### src/rtl/hazard_scoreboard_if.sv
// Hazard scoreboard bus: ID-stage issue info, WB activity and scoreboard outputs.
// Latency: n/a (signal bundle only).
// Backpressure: hazard is the stall request returned to the issuing pipeline.
interface hazard_scoreboard_if #(
  parameter int CNT_W = 16
);
  // ID-stage instruction under inspection
  logic             issue_valid;
  logic [3:0]       src1;
  logic [3:0]       src2;
  logic             two_src;
  logic             issue_wb_en;
  logic [3:0]       issue_dest;
  logic             issue_mem_read;
  // pipeline control
  logic             flush;
  logic             fwd_en;
  // write-back stage activity
  logic             write_back;
  logic [3:0]       dest_wb;
  // scoreboard results
  logic             hazard;
  logic [CNT_W-1:0] stall_cnt;
  logic             sb_err;

  // pipeline side: drives instruction/WB info, observes results
  modport master (
    output issue_valid, src1, src2, two_src, issue_wb_en, issue_dest,
           issue_mem_read, flush, fwd_en, write_back, dest_wb,
    input  hazard, stall_cnt, sb_err
  );

  // scoreboard side
  modport slave (
    input  issue_valid, src1, src2, two_src, issue_wb_en, issue_dest,
           issue_mem_read, flush, fwd_en, write_back, dest_wb,
    output hazard, stall_cnt, sb_err
  );
endinterface

### src/rtl/hazard_scoreboard.sv
// Tracks in-flight register writes in EX/MEM/WB and flags RAW hazards for the ID instruction.
// Latency: hazard is combinational (0 cycles); stall_cnt and sb_err update on the next edge.
// Backpressure: hazard=1 stalls IF/ID and forces a bubble into EX; the block itself never stalls.
module hazard_scoreboard #(
  parameter int CNT_W = 16
) (
  input  logic                clk,
  input  logic                rst,
  hazard_scoreboard_if.slave  bus
);

  // One tracking slot per downstream stage.
  typedef struct packed {
    logic       vld;
    logic [3:0] dest;
    logic       load;
  } entry_t;

  localparam entry_t BUBBLE = '{vld: 1'b0, dest: 4'd0, load: 1'b0};

  entry_t           r_e0;   // instruction now in EX
  entry_t           r_e1;   // instruction now in MEM
  entry_t           r_e2;   // instruction now in WB
  entry_t           w_e0_nxt;

  logic [CNT_W-1:0] r_stall_cnt;
  logic             r_sb_err;

  // per-stage source matches
  logic             w_e0_s1, w_e1_s1, w_e2_s1;
  logic             w_e0_s2, w_e1_s2, w_e2_s2;
  logic             w_any_s1, w_any_s2;
  logic             w_e0_hit;
  logic             w_hz_nofwd, w_hz_fwd;
  logic             w_hazard;
  logic             w_admit;
  logic             w_cnt_full;
  logic             w_wb_unexpected;
  logic             w_wb_missing;
  logic             w_wb_err;

  // Register valid & equal destination; R15 is an ordinary register here.
  function automatic logic match(input entry_t e, input logic [3:0] r);
    return e.vld && (e.dest == r);
  endfunction

  // Compare both ID sources against every tracked stage.
  always_comb begin
    w_e0_s1  = match(r_e0, bus.src1);
    w_e1_s1  = match(r_e1, bus.src1);
    w_e2_s1  = match(r_e2, bus.src1);
    w_e0_s2  = match(r_e0, bus.src2) && bus.two_src;
    w_e1_s2  = match(r_e1, bus.src2) && bus.two_src;
    w_e2_s2  = match(r_e2, bus.src2) && bus.two_src;
    w_any_s1 = w_e0_s1 || w_e1_s1 || w_e2_s1;
    w_any_s2 = w_e0_s2 || w_e1_s2 || w_e2_s2;
    w_e0_hit = w_e0_s1 || w_e0_s2;
  end

  // Without forwarding any pending writer stalls; with forwarding only a load
  // still in EX does, because its data is not available until after MEM.
  always_comb begin
    w_hz_nofwd = w_any_s1 || w_any_s2;
    w_hz_fwd   = r_e0.load && w_e0_hit;
    w_hazard   = bus.issue_valid && (bus.fwd_en ? w_hz_fwd : w_hz_nofwd);
  end

  // A writer enters EX only if it is real, not stalled and not squashed;
  // everything else (including stall/flush cycles) becomes a bubble.
  always_comb begin
    w_admit  = bus.issue_valid && bus.issue_wb_en && !w_hazard && !bus.flush;
    w_e0_nxt = BUBBLE;
    if (w_admit) begin
      w_e0_nxt.vld  = 1'b1;
      w_e0_nxt.dest = bus.issue_dest;
      w_e0_nxt.load = bus.issue_mem_read;
    end
  end

  // WB must write exactly when the WB slot holds a writer, and to its register.
  always_comb begin
    w_wb_unexpected = bus.write_back && (!r_e2.vld || (r_e2.dest != bus.dest_wb));
    w_wb_missing    = !bus.write_back && r_e2.vld;
    w_wb_err        = w_wb_unexpected || w_wb_missing;
    w_cnt_full      = &r_stall_cnt;
  end

  // Advance the tracking pipeline one stage per cycle; reset drops all in-flight writes.
  always_ff @(posedge clk or negedge rst) begin
    if (!rst) begin
      r_e0 <= BUBBLE;
      r_e1 <= BUBBLE;
      r_e2 <= BUBBLE;
    end else begin
      r_e2 <= r_e1;
      r_e1 <= r_e0;
      r_e0 <= w_e0_nxt;
    end
  end

  // Count stall cycles, saturating at all-ones.
  always_ff @(posedge clk or negedge rst) begin
    if (!rst) begin
      r_stall_cnt <= '0;
    end else if (w_hazard && !w_cnt_full) begin
      r_stall_cnt <= r_stall_cnt + 1'b1;
    end
  end

  // Sticky consistency error between WB activity and the tracked pipeline.
  always_ff @(posedge clk or negedge rst) begin
    if (!rst) begin
      r_sb_err <= 1'b0;
    end else if (w_wb_err) begin
      r_sb_err <= 1'b1;
    end
  end

  assign bus.hazard    = w_hazard;
  assign bus.stall_cnt = r_stall_cnt;
  assign bus.sb_err    = r_sb_err;

endmodule
### src/flat_wrapper.sv
// flat-port wrapper written by rule: the top's interface ports become plain ports
module hazard_scoreboard_flat 
#(
  parameter int CNT_W = 16
)
  (clk, rst, bus_issue_valid, bus_src1, bus_src2, bus_two_src, bus_issue_wb_en, bus_issue_dest, bus_issue_mem_read, bus_flush, bus_fwd_en, bus_write_back, bus_dest_wb, bus_hazard, bus_stall_cnt, bus_sb_err);
  hazard_scoreboard_if #(.CNT_W(CNT_W)) bus_i ();
  input  logic clk;
  input  logic rst;
  input wire logic [$bits(bus_i.issue_valid)-1:0] bus_issue_valid;
  input wire logic [$bits(bus_i.src1)-1:0] bus_src1;
  input wire logic [$bits(bus_i.src2)-1:0] bus_src2;
  input wire logic [$bits(bus_i.two_src)-1:0] bus_two_src;
  input wire logic [$bits(bus_i.issue_wb_en)-1:0] bus_issue_wb_en;
  input wire logic [$bits(bus_i.issue_dest)-1:0] bus_issue_dest;
  input wire logic [$bits(bus_i.issue_mem_read)-1:0] bus_issue_mem_read;
  input wire logic [$bits(bus_i.flush)-1:0] bus_flush;
  input wire logic [$bits(bus_i.fwd_en)-1:0] bus_fwd_en;
  input wire logic [$bits(bus_i.write_back)-1:0] bus_write_back;
  input wire logic [$bits(bus_i.dest_wb)-1:0] bus_dest_wb;
  output wire logic [$bits(bus_i.hazard)-1:0] bus_hazard;
  output wire logic [$bits(bus_i.stall_cnt)-1:0] bus_stall_cnt;
  output wire logic [$bits(bus_i.sb_err)-1:0] bus_sb_err;
  assign bus_i.issue_valid = bus_issue_valid;
  assign bus_i.src1 = bus_src1;
  assign bus_i.src2 = bus_src2;
  assign bus_i.two_src = bus_two_src;
  assign bus_i.issue_wb_en = bus_issue_wb_en;
  assign bus_i.issue_dest = bus_issue_dest;
  assign bus_i.issue_mem_read = bus_issue_mem_read;
  assign bus_i.flush = bus_flush;
  assign bus_i.fwd_en = bus_fwd_en;
  assign bus_i.write_back = bus_write_back;
  assign bus_i.dest_wb = bus_dest_wb;
  assign bus_hazard = bus_i.hazard;
  assign bus_stall_cnt = bus_i.stall_cnt;
  assign bus_sb_err = bus_i.sb_err;
  hazard_scoreboard #(.CNT_W(CNT_W)) u_core (.clk(clk), .rst(rst), .bus(bus_i));
endmodule
### config.mk
export PLATFORM = sky130hd
export DESIGN_NAME = hazard_scoreboard_flat
export DESIGN_NICKNAME = d
export VERILOG_FILES = /design/src/rtl/hazard_scoreboard_if.sv /design/src/rtl/hazard_scoreboard.sv /design/src/flat_wrapper.sv
export SDC_FILE = /design/constraint.sdc
export NUM_CORES = 1
export LEC_CHECK = 0
export BUFFER_PORTS_ARGS = -buffer_cell sky130_fd_sc_hd__buf_2
export CAP_MARGIN = 20
export CORE_ASPECT_RATIO = 0.6
export CORE_MARGIN = 2
export CORE_UTILIZATION = 47
export CTS_CLUSTER_DIAMETER = 200
export DETAILED_ROUTE_END_ITERATION = 10
export PLACE_DENSITY_LB_ADDON = 0.08
export SLEW_MARGIN = 40
export SYNTH_ARGS = -nofsm -noshare
export SYNTH_HDL_FRONTEND = slang
export SYNTH_SLANG_ARGS = --single-unit
### constraint.sdc
create_clock -name clk -period 5.3 [get_ports clk]
set_input_delay 0.53 -clock clk [delete_from_list [all_inputs] [get_ports clk]]
set_output_delay 0.53 -clock clk [all_outputs]
set_load 0.01 [all_outputs]
* After elaboration in Yosys (flattened, before gate mapping) *
Cells that the tools add are included.

storage, ports and cells
  register bits = 33
  input bits = 25
  output and inout bits = 18

operators by class
  muxes and demuxes = 2
  reductions and logical operators = 31
  add/subtract/negate cells = 1
  equal/unequal tests = 7

operator list
  operator                                       count
  equality test 4 bit                            6
  logical AND 1 bit                              17
  adder 16 x 1 -> 16 bit, second input constant  1
  AND reduction 16 bit                           1
  logical OR 1 bit                               8
  two-way mux 6 bit                              1
  logical NOT 1 bit                              5
  != test 4 bit                                  1
  two-way mux 1 bit                              1

* Logic depth before layout (Yosys ltp) *
Gate-level depths: netlist of run 1.

  depth in word-level cells = 12
  mapped depth = 9
  depth with buffers taken out = 8

* Worst setup path before layout of run 1 *
No wires, ideal clock.

  path type = input to output
  from = input port bus_src1[1]
  to = output port bus_hazard
  path slack = 3234 ps
  stages = 7
  arrival time = 1536 ps
  buffers on the path = 1
  path through = xor2_1 -> nor3_1 -> nand3_1 -> a41oi_2 -> o21ai_2 -> buf_6 -> inv_1

between the ends
  longest elaborated chain between the ends = 7
  elaborated cells on any way between the ends = 13
  those cells by class = 3 x eq/ne; 1 x mux; 9 x reduce/logical

RTL lines
  what                           line                     RTL
  from (decl)                    flat_wrapper.sv:11       input wire logic [$bits(bus_i.src1)-1:0] bus_src1;
  equality test 4 bit            hazard_scoreboard.sv:44  return e.vld && (e.dest == r);
  logical AND 1 bit              hazard_scoreboard.sv:44
  logical OR 1 bit (2 in a row)  hazard_scoreboard.sv:55  w_any_s1 = w_e0_s1 || w_e1_s1 || w_e2_s1;
  logical OR 1 bit               hazard_scoreboard.sv:63  w_hz_nofwd = w_any_s1 || w_any_s2;
  two-way mux 1 bit (*)          hazard_scoreboard.sv:65  w_hazard = bus.issue_valid && (bus.fwd_en ? w_hz_fwd : w_hz_nofwd);
  logical AND 1 bit (*)          hazard_scoreboard.sv:65
  to (decl)                      flat_wrapper.sv:21       output wire logic [$bits(bus_i.hazard)-1:0] bus_hazard;

Every way passes the cells marked *; elsewhere a longest branch is shown, timed or not.

* Worst setup path in the final report of run 1 *
  from = register u_core.r_e2[4] (netlist name)
  to = output port bus_hazard

between the ends
  longest elaborated chain between the ends = 7
  elaborated cells on any way between the ends = 10
  those cells by class = 2 x eq/ne; 1 x mux; 7 x reduce/logical

RTL lines
  what                    line                     RTL
  from (decl)             hazard_scoreboard.sv:23  entry_t r_e2;
  from (signal assigned)  hazard_scoreboard.sv:95  r_e2 <= r_e1;
  equality test 4 bit     hazard_scoreboard.sv:44
  logical AND 1 bit       hazard_scoreboard.sv:44
  logical AND 1 bit       hazard_scoreboard.sv:54  w_e2_s2 = match(r_e2, bus.src2) && bus.two_src;
  logical OR 1 bit        hazard_scoreboard.sv:56  w_any_s2 = w_e0_s2 || w_e1_s2 || w_e2_s2;
  logical OR 1 bit (*)    hazard_scoreboard.sv:63
  two-way mux 1 bit (*)   hazard_scoreboard.sv:65
  logical AND 1 bit (*)   hazard_scoreboard.sv:65

Marks and branches as above.

==> results of run 1 <==
## Yosys cell counts
master / n / area share
nor4_4: 1 / 0.013
o21ai_2: 1 / 0.0054
o21ba_2: 1 / 0.0062
nor3_1: 10 / 0.031
buf_6: 1 / 0.0070
inv_1: 2 / 0.0047
xnor2_1: 10 / 0.054
a21oi_1: 1 / 0.0031
nor4_1: 6 / 0.023
o21ai_0: 1 / 0.0031
a311oi_1: 1 / 0.0054
ha_1: 1 / 0.0078
a41oi_2: 1 / 0.010
and3_1: 1 / 0.0039
nand4_1: 4 / 0.016
nand2_1: 9 / 0.021
dfrtp_1: 33 / 0.51
xor2_1: 32 / 0.17
nor4b_1: 2 / 0.011
nor2_1: 7 / 0.016
nor3b_1: 1 / 0.0047
and2_1: 5 / 0.019
o21bai_1: 1 / 0.0047
a21oi_2: 1 / 0.0054
buf_2: 1 / 0.0031
nand3_1: 9 / 0.028
mux2_2: 1 / 0.0070
## critical path: cells and delay by family (launching register included)
| family | cells | cell delay [ns] |
|---|---|---|
| simple gates | 2 | 0.19 |
| buf+inv | 2 | 0.24 |
| xor+xnor | 1 | 0.21 |
| flops | 1 | 0.44 |
| compound gates | 2 | 0.70 |
## logic make-up after synthesis
| family | Yosys count |
|---|---|
| AO/OA/AOI/OAI | 8 |
| XOR/XNOR | 42 |
| adder cells (fa/ha/maj) | 1 |
| buffers and inverters | 4 |
| flip-flops | 33 |
| multiplexers | 1 |
| AND/OR/NAND/NOR | 55 |
## sequential cells by signal, indices dropped and copies added (netlist names)
name and cells:
u_core.r_e2 5, u_core.bus.sb_err 1, u_core.bus.stall_cnt 16, u_core.r_e0 6, u_core.r_e1 5
## stage by stage
stage	cells	hold WS [ns]	util	setup WS, ns
floorplan	144	0.234	-	3.23
global placement	229	0.360	0.571	2.81
detailed placement	229	0.372	0.572	2.78
CTS	237	0.332	0.596	2.69
global route	237	0.367	0.596	2.46
finish	237	0.306	0.596	2.71
## worst min path at each step
stage	startpoint	to	slack [ns]	cells after the start
floorplan	rst	u_core.bus.sb_err	0.23	0
global placement	u_core.r_e0[5]	u_core.r_e1[5]	0.36	0
detailed placement	u_core.r_e0[5]	u_core.r_e1[5]	0.37	0
CTS	rst	u_core.bus.stall_cnt[0]	0.33	1
global route	rst	u_core.r_e0[1]	0.37	1
finish	rst	u_core.r_e0[3]	0.31	1
## power by group through the flow
| stage | Combinational, mW | Sequential (mW) | Clock [mW] |
|---|---|---|---|
| floorplan | 0.0211 | 0.276 | 0 |
| global placement | 0.0484 | 0.275 | 0 |
| detailed placement | 0.0505 | 0.276 | 0 |
| CTS | 0.0509 | 0.271 | 0.181 |
| global route | 0.0562 | 0.272 | 0.192 |
| finish | 0.0497 | 0.272 | 0.178 |
## layout make-up
cell class                 count  area share
multi-input combinational    107       0.394
clock buffer                   8      0.0412
sequential                    33       0.424
inverter                       2     0.00386
timing repair buffer          42       0.108
tap                           45      0.0289
## per-layer routing
layer,global-route usage,wire [um],vias to the layer above
met5,0,0,-
met4,0.0517,21,0
met3,0.0519,207,2
met2,0.284,1490,39
met1,0.309,1790,591
li1,-,-,589
==> summary.md, run 1 <==
| Metric | Value |
|---|---|
| Status | `complete, no violations` |
| Gate power share | `0.099` |
| Reg-to-Reg Start | `u_core.bus.stall_cnt[0]` |
| Clock-pin slew on the worst setup and hold paths | `0.06 ns` |
| DP HPWL | `2650 um` |
| Synth Area in Simple Gates | `0.187` |
| Longest Clk Path Bufs | `2` |
| Seq pwr share | `0.544` |
| RSZ-0062 raised after global routing | `false` |
| Area of the multi-input gates | `766 sq um` |
| Post-route setup TNS | `0 ns` |
| Die W | `79.6 um` |
| Register area | `826 sq um` |
| GP Congestion | `0.948` |
| Num rows | `16` |
| Cells after Synth | `144` |
| Placement Cell Area | `1870 sq um` |
| Clock sinks | `33` |
| CP peak stage delay | `0.58 ns` |
| Total Routing Usage GR | `0.202` |
| Seq cells post-synth | `33` |
| Io pins | `43` |
| Design area | `1950 sq um` |
| Fraction of layout cells with a size suffix above 1 | `0.281` |
| Yosys warns | `0` |
| Period minus WS final | `2.59 ns` |
| Max cap viols | `0` |
| Sw Ratio | `0.244` |
| Fillers | `286` |
| Largest family of logic cells by synthesized area | `XOR/XNOR gates` |
| Detailed-route via count | `1221` |
| Clock Skew | `0.00511 ns` |
| Share of the yosys chip area belonging to registers | `0.512` |
| Initial antenna violation count | `0` |
| Reg2Reg Setup Slack | `2.99 ns` |
| Critical path's slowest cell | `o21ai_2` |
| First-pass GRT wire length | `5960 um` |
| Antenna viol nets, final | `0` |
| # port buffers | `42` |
| Least-Margin Pin Slew | `0.726 ns` |
| Leak Pwr | `1.02 nW` |
| Post-Syn Area | `1610 sq um` |
| Final Cycle Share | `0.488` |
| Clock latency on the worst-skew pair | `0.28 ns` |
| Cell Pwr Density | `257 nW/um^2` |
| Root buffer cell | `clkbuf_8` |
| Most common cell after layout, fill and taps aside | `buf_2` |
| Worst Setup EP | `bus_hazard` |
| Vias in the first global route | `1162` |
| Core area | `3260 sq um` |
| Final wirelength | `3510 um` |
| Slew Viols, Final | `0` |
| Share of total power in the clock network | `0.357` |
| Ant diodes | `0` |
| Total global routing overflow | `0` |
| Worst R2R Path Depth | `8` |
| Critical Path Start | `u_core.r_e2[4]` |
| Setup violators final | `0` |
| Nets | `217` |
| CP Capture Type | `output port` |
| DRC violations left | `0` |
| Worst path cell trace | `xor2_1, nor3_1, nand4_1, a41oi_2, o21ai_2, inv_1, buf_2` |
| Post-CTS setup buffer count | `0` |
| Synth unique cells | `27` |
| Post-Syn Nets | `170` |
| Routed len/inst | `14.8 um` |
| Post-Synth Adder-Cell Area | `0.00776` |
| CTS tree | `built` |
| Pint | `378 uW` |
| Drt first pass iters | `4` |
| Total power | `499 uW` |
| Worst Path Required | `4.77 ns` |
| Largest net degree at the start of global routing | `34` |
| Hold Violations, Final | `0` |
| Crit-path max FO | `17` |
| Worst setup SP type | `register` |
| Most frequent cells in the layout | `42 x buf_2, 33 x dfrtp_1, 32 x xor2_1, 10 x xnor2_1, 10 x nor3_1` |
| Relative slew slack | `0.512` |
| Critical path class | `register to output port` |
| Die Area | `3930 sq um` |
| H-tree depth | `2` |
| P&R area growth vs syn | `20.6%` |
| Complex-gate fraction of the synthesized area | `0.0434` |
| Reg-to-Reg End | `u_core.bus.stall_cnt[1]` |
| Fmax | `387 MHz` |
| Sw Pwr | `122 uW` |
| Worst Hold Class | `input port to async pin` |
| Vias per inst | `5.15` |
| Die Y-Extent | `49.4 um` |
| Synthesized area per cell | `11.2 sq um` |
| Max VDD drop | `0.169 mV` |
| CTS resizes | `0` |
| Initial Util | `0.494` |
| DRT iter0 DRCs | `54` |
| Post-synthesis mux area share | `0.00698` |
| Post-synthesis xor/xnor area fraction | `0.228` |
| Arr. time, crit path | `2.06 ns` |
| Post-cts hold buffer count | `0` |
| Total CTS buffers | `5` |
Power figures use the tool's default switching activity.
==> run 2, diff against run 1 <==
==> constraint.sdc (replaced) <==
create_clock -name clk -period 2.6 [get_ports clk]
set_input_delay 0.26 -clock clk [delete_from_list [all_inputs] [get_ports clk]]
set_output_delay 0.26 -clock clk [all_outputs]
set_load 0.01 [all_outputs]
==> run 2 against run 1 <==
Compared with the run above: non-clock buffer count increased by 2; clock-buffer cell count decreased by 2; worst setup slack got worse by 2.5 ns; sequential share of layout area decreased by 0.43 points; cell count increased by 0.84%.
==> summary.md, run 2 (synthesized netlist as in run 1, its figures left out) <==
| Metric | Value |
|---|---|
| Total global routing overflow | `0` |
| Worst path cell trace | `xor2_1, nor3_1, nand3_1, a41oi_2, o21ai_2, inv_1, buf_2` |
| Relative slew slack | `0.489` |
| Max reg flops | `16` |
| Bufs and invs on worst path | `2` |
| CP peak stage delay | `0.63 ns` |
| P&R area growth vs syn | `21.9%` |
| Die Y-Extent | `49.4 um` |
| Die Area | `3930 sq um` |
| Routed len/inst | `14.2 um` |
| Cell Pwr Density | `520 nW/um^2` |
| Die W | `79.6 um` |
| Detailed-route via count | `1210` |
| Nets | `219` |
| Period minus WS final | `2.39 ns` |
| # port buffers | `42` |
| Minimum hold slack | `0.182 ns` |
| Antenna viol nets, final | `0` |
| Total power | `1.02 mW` |
| Drt first pass iters | `4` |
| DRC violations left | `0` |
| Least-Margin Pin Slew | `0.767 ns` |
| Critical Path Start | `u_core.r_e2[2]` |
| DP HPWL | `2620 um` |
| Placed Instances | `230` |
| Clock Skew | `0.00468 ns` |
| Initial antenna violation count | `0` |
| Io pins | `43` |
| Post-route setup TNS | `0 ns` |
| Most common cell after layout, fill and taps aside | `buf_2` |
| Post-CTS setup buffer count | `0` |
| Root buffer cell | `clkbuf_8` |
| Fillers | `280` |
| Final wirelength | `3390 um` |
| Clock latency on the worst-skew pair | `0.28 ns` |
| Vias in the first global route | `1220` |
| RSZ-0062 raised after global routing | `false` |
| Hold_sp | `bus_issue_dest[2]` |
| Clock-pin slew on the worst setup and hold paths | `0.07 ns` |
| Register area | `826 sq um` |
| Kind of cell adding the most delay to the critical path | `compound AO/OA/AOI/OAI gates` |
| Total Routing Usage GR | `0.200` |
| Reg-to-Reg Start | `u_core.r_e2[2]` |
| Ant diodes | `0` |
| CTS tree | `built` |
| Critical path's slowest cell | `o21ai_2` |
| CP Capture Type | `output port` |
| Max VDD drop | `0.322 mV` |
| Num rows | `16` |
| Setup violators final | `0` |
| First-pass GRT wire length | `5910 um` |
| Fmax | `419 MHz` |
| Worst Path Required | `2.34 ns` |
| GP Congestion | `0.964` |
| Core area | `3260 sq um` |
| Clock sinks | `33` |
| Slew Viols, Final | `0` |
| Max cap viols | `0` |
| Largest net degree at the start of global routing | `34` |
| Critical path class | `register to output port` |
| Initial Util | `0.494` |
| Longest Clk Path Bufs | `2` |
| Worst Hold Class | `input port to register` |
| Leak Pwr | `1.03 nW` |
| Final Cycle Share | `0.919` |
| Hold Violations, Final | `0` |
| Worst setup SP type | `register` |
| Most frequent cells in the layout | `41 x buf_2, 33 x dfrtp_1, 32 x xor2_1, 10 x xnor2_1, 10 x nor3_1` |
| Fraction of layout cells with a size suffix above 1 | `0.289` |
| DRT iter0 DRCs | `101` |
| Crit-path max FO | `17` |
| Vias per inst | `5.06` |
| Total CTS buffers | `5` |
| Arr. time, crit path | `2.13 ns` |
| Status | `complete, no violations` |
| Area of the multi-input gates | `763 sq um` |
| H-tree depth | `2` |
| Final Instance Count excl. Fillers | `239` |
==> run 2: changes by cell type in the layout (fill, tap and decap cells not counted) <==
cell           delta
dlygate4sd3_1     +1
nor2_1            +1
buf_2             -1
clkinv_2          +2
buf_4             +2
nor2_2            -1
clkbuf_1          -2
==> run 2: report_power, final <==
part	leakage (nW)	internal [mW]	switching, mW
sequential	0.450	0.531	0.0199
clock	0.0450	0.185	0.181
combinational	0.540	0.0499	0.0540
total	1.03	0.766	0.255
==> run 2: per-stage QoR <==
| step | util | instance area (sq um) | setup slack [ns] |
|---|---|---|---|
| floorplan | - | 1610 | 0.719 |
| global placement | 0.573 | 1870 | 0.480 |
| detailed placement | 0.573 | 1870 | 0.399 |
| CTS | 0.599 | 1950 | 0.219 |
| global route | 0.602 | 1970 | 0.00635 |
| finish | 0.602 | 1970 | 0.212 |
==> run 2: worst register-to-register path, stage by stage, from the launching register on <==
cell	delay, ns
dfrtp_1	0.45
xor2_1	0.17
nor3_1	0.20
nand3_1	0.14
a41oi_2	0.28
o21ai_2	0.27
nor2_1	0.26
mux2_2	0.36
==> run 2: worst paths after layout <==
| check | to | slack, ns | cells past startpoint |
|---|---|---|---|
| max | bus_hazard | 0.21 | 7 |
| min | u_core.r_e0[3] | 0.18 | 2 |
| max reg2reg | u_core.bus.stall_cnt[1] | 0.37 | 7 |
| min reg2reg | u_core.r_e1[5] | 0.37 | 0 |
| max in group asynchronous | u_core.bus.sb_err | 1.85 | 2 |
| min in group asynchronous | u_core.r_e0[4] | 0.45 | 2 |
==> run 2: layout make-up <==
type                    instances  share of cell area
repair buffers                 44               0.117
clock inverters                 2             0.00509
multi-input cells             107               0.388
flip-flops and latches         33               0.420
well taps                      45              0.0286
inverters                       2             0.00382
clock buffers                   6              0.0369
==> run 2: timing repair <==
item,CTS,global route
resized for setup,0,0
endpoints found under the hold margin,0,33
hold buffers,0,1
==> run 2: layer usage <==
layer | global-route usage | part of all wire | up-vias
met5 | 0 | 0 | -
met4 | 0.0690 | 0.014 | 0
met3 | 0.0537 | 0.058 | 5
met2 | 0.284 | 0.41 | 33
met1 | 0.293 | 0.52 | 580
li1 | - | - | 592
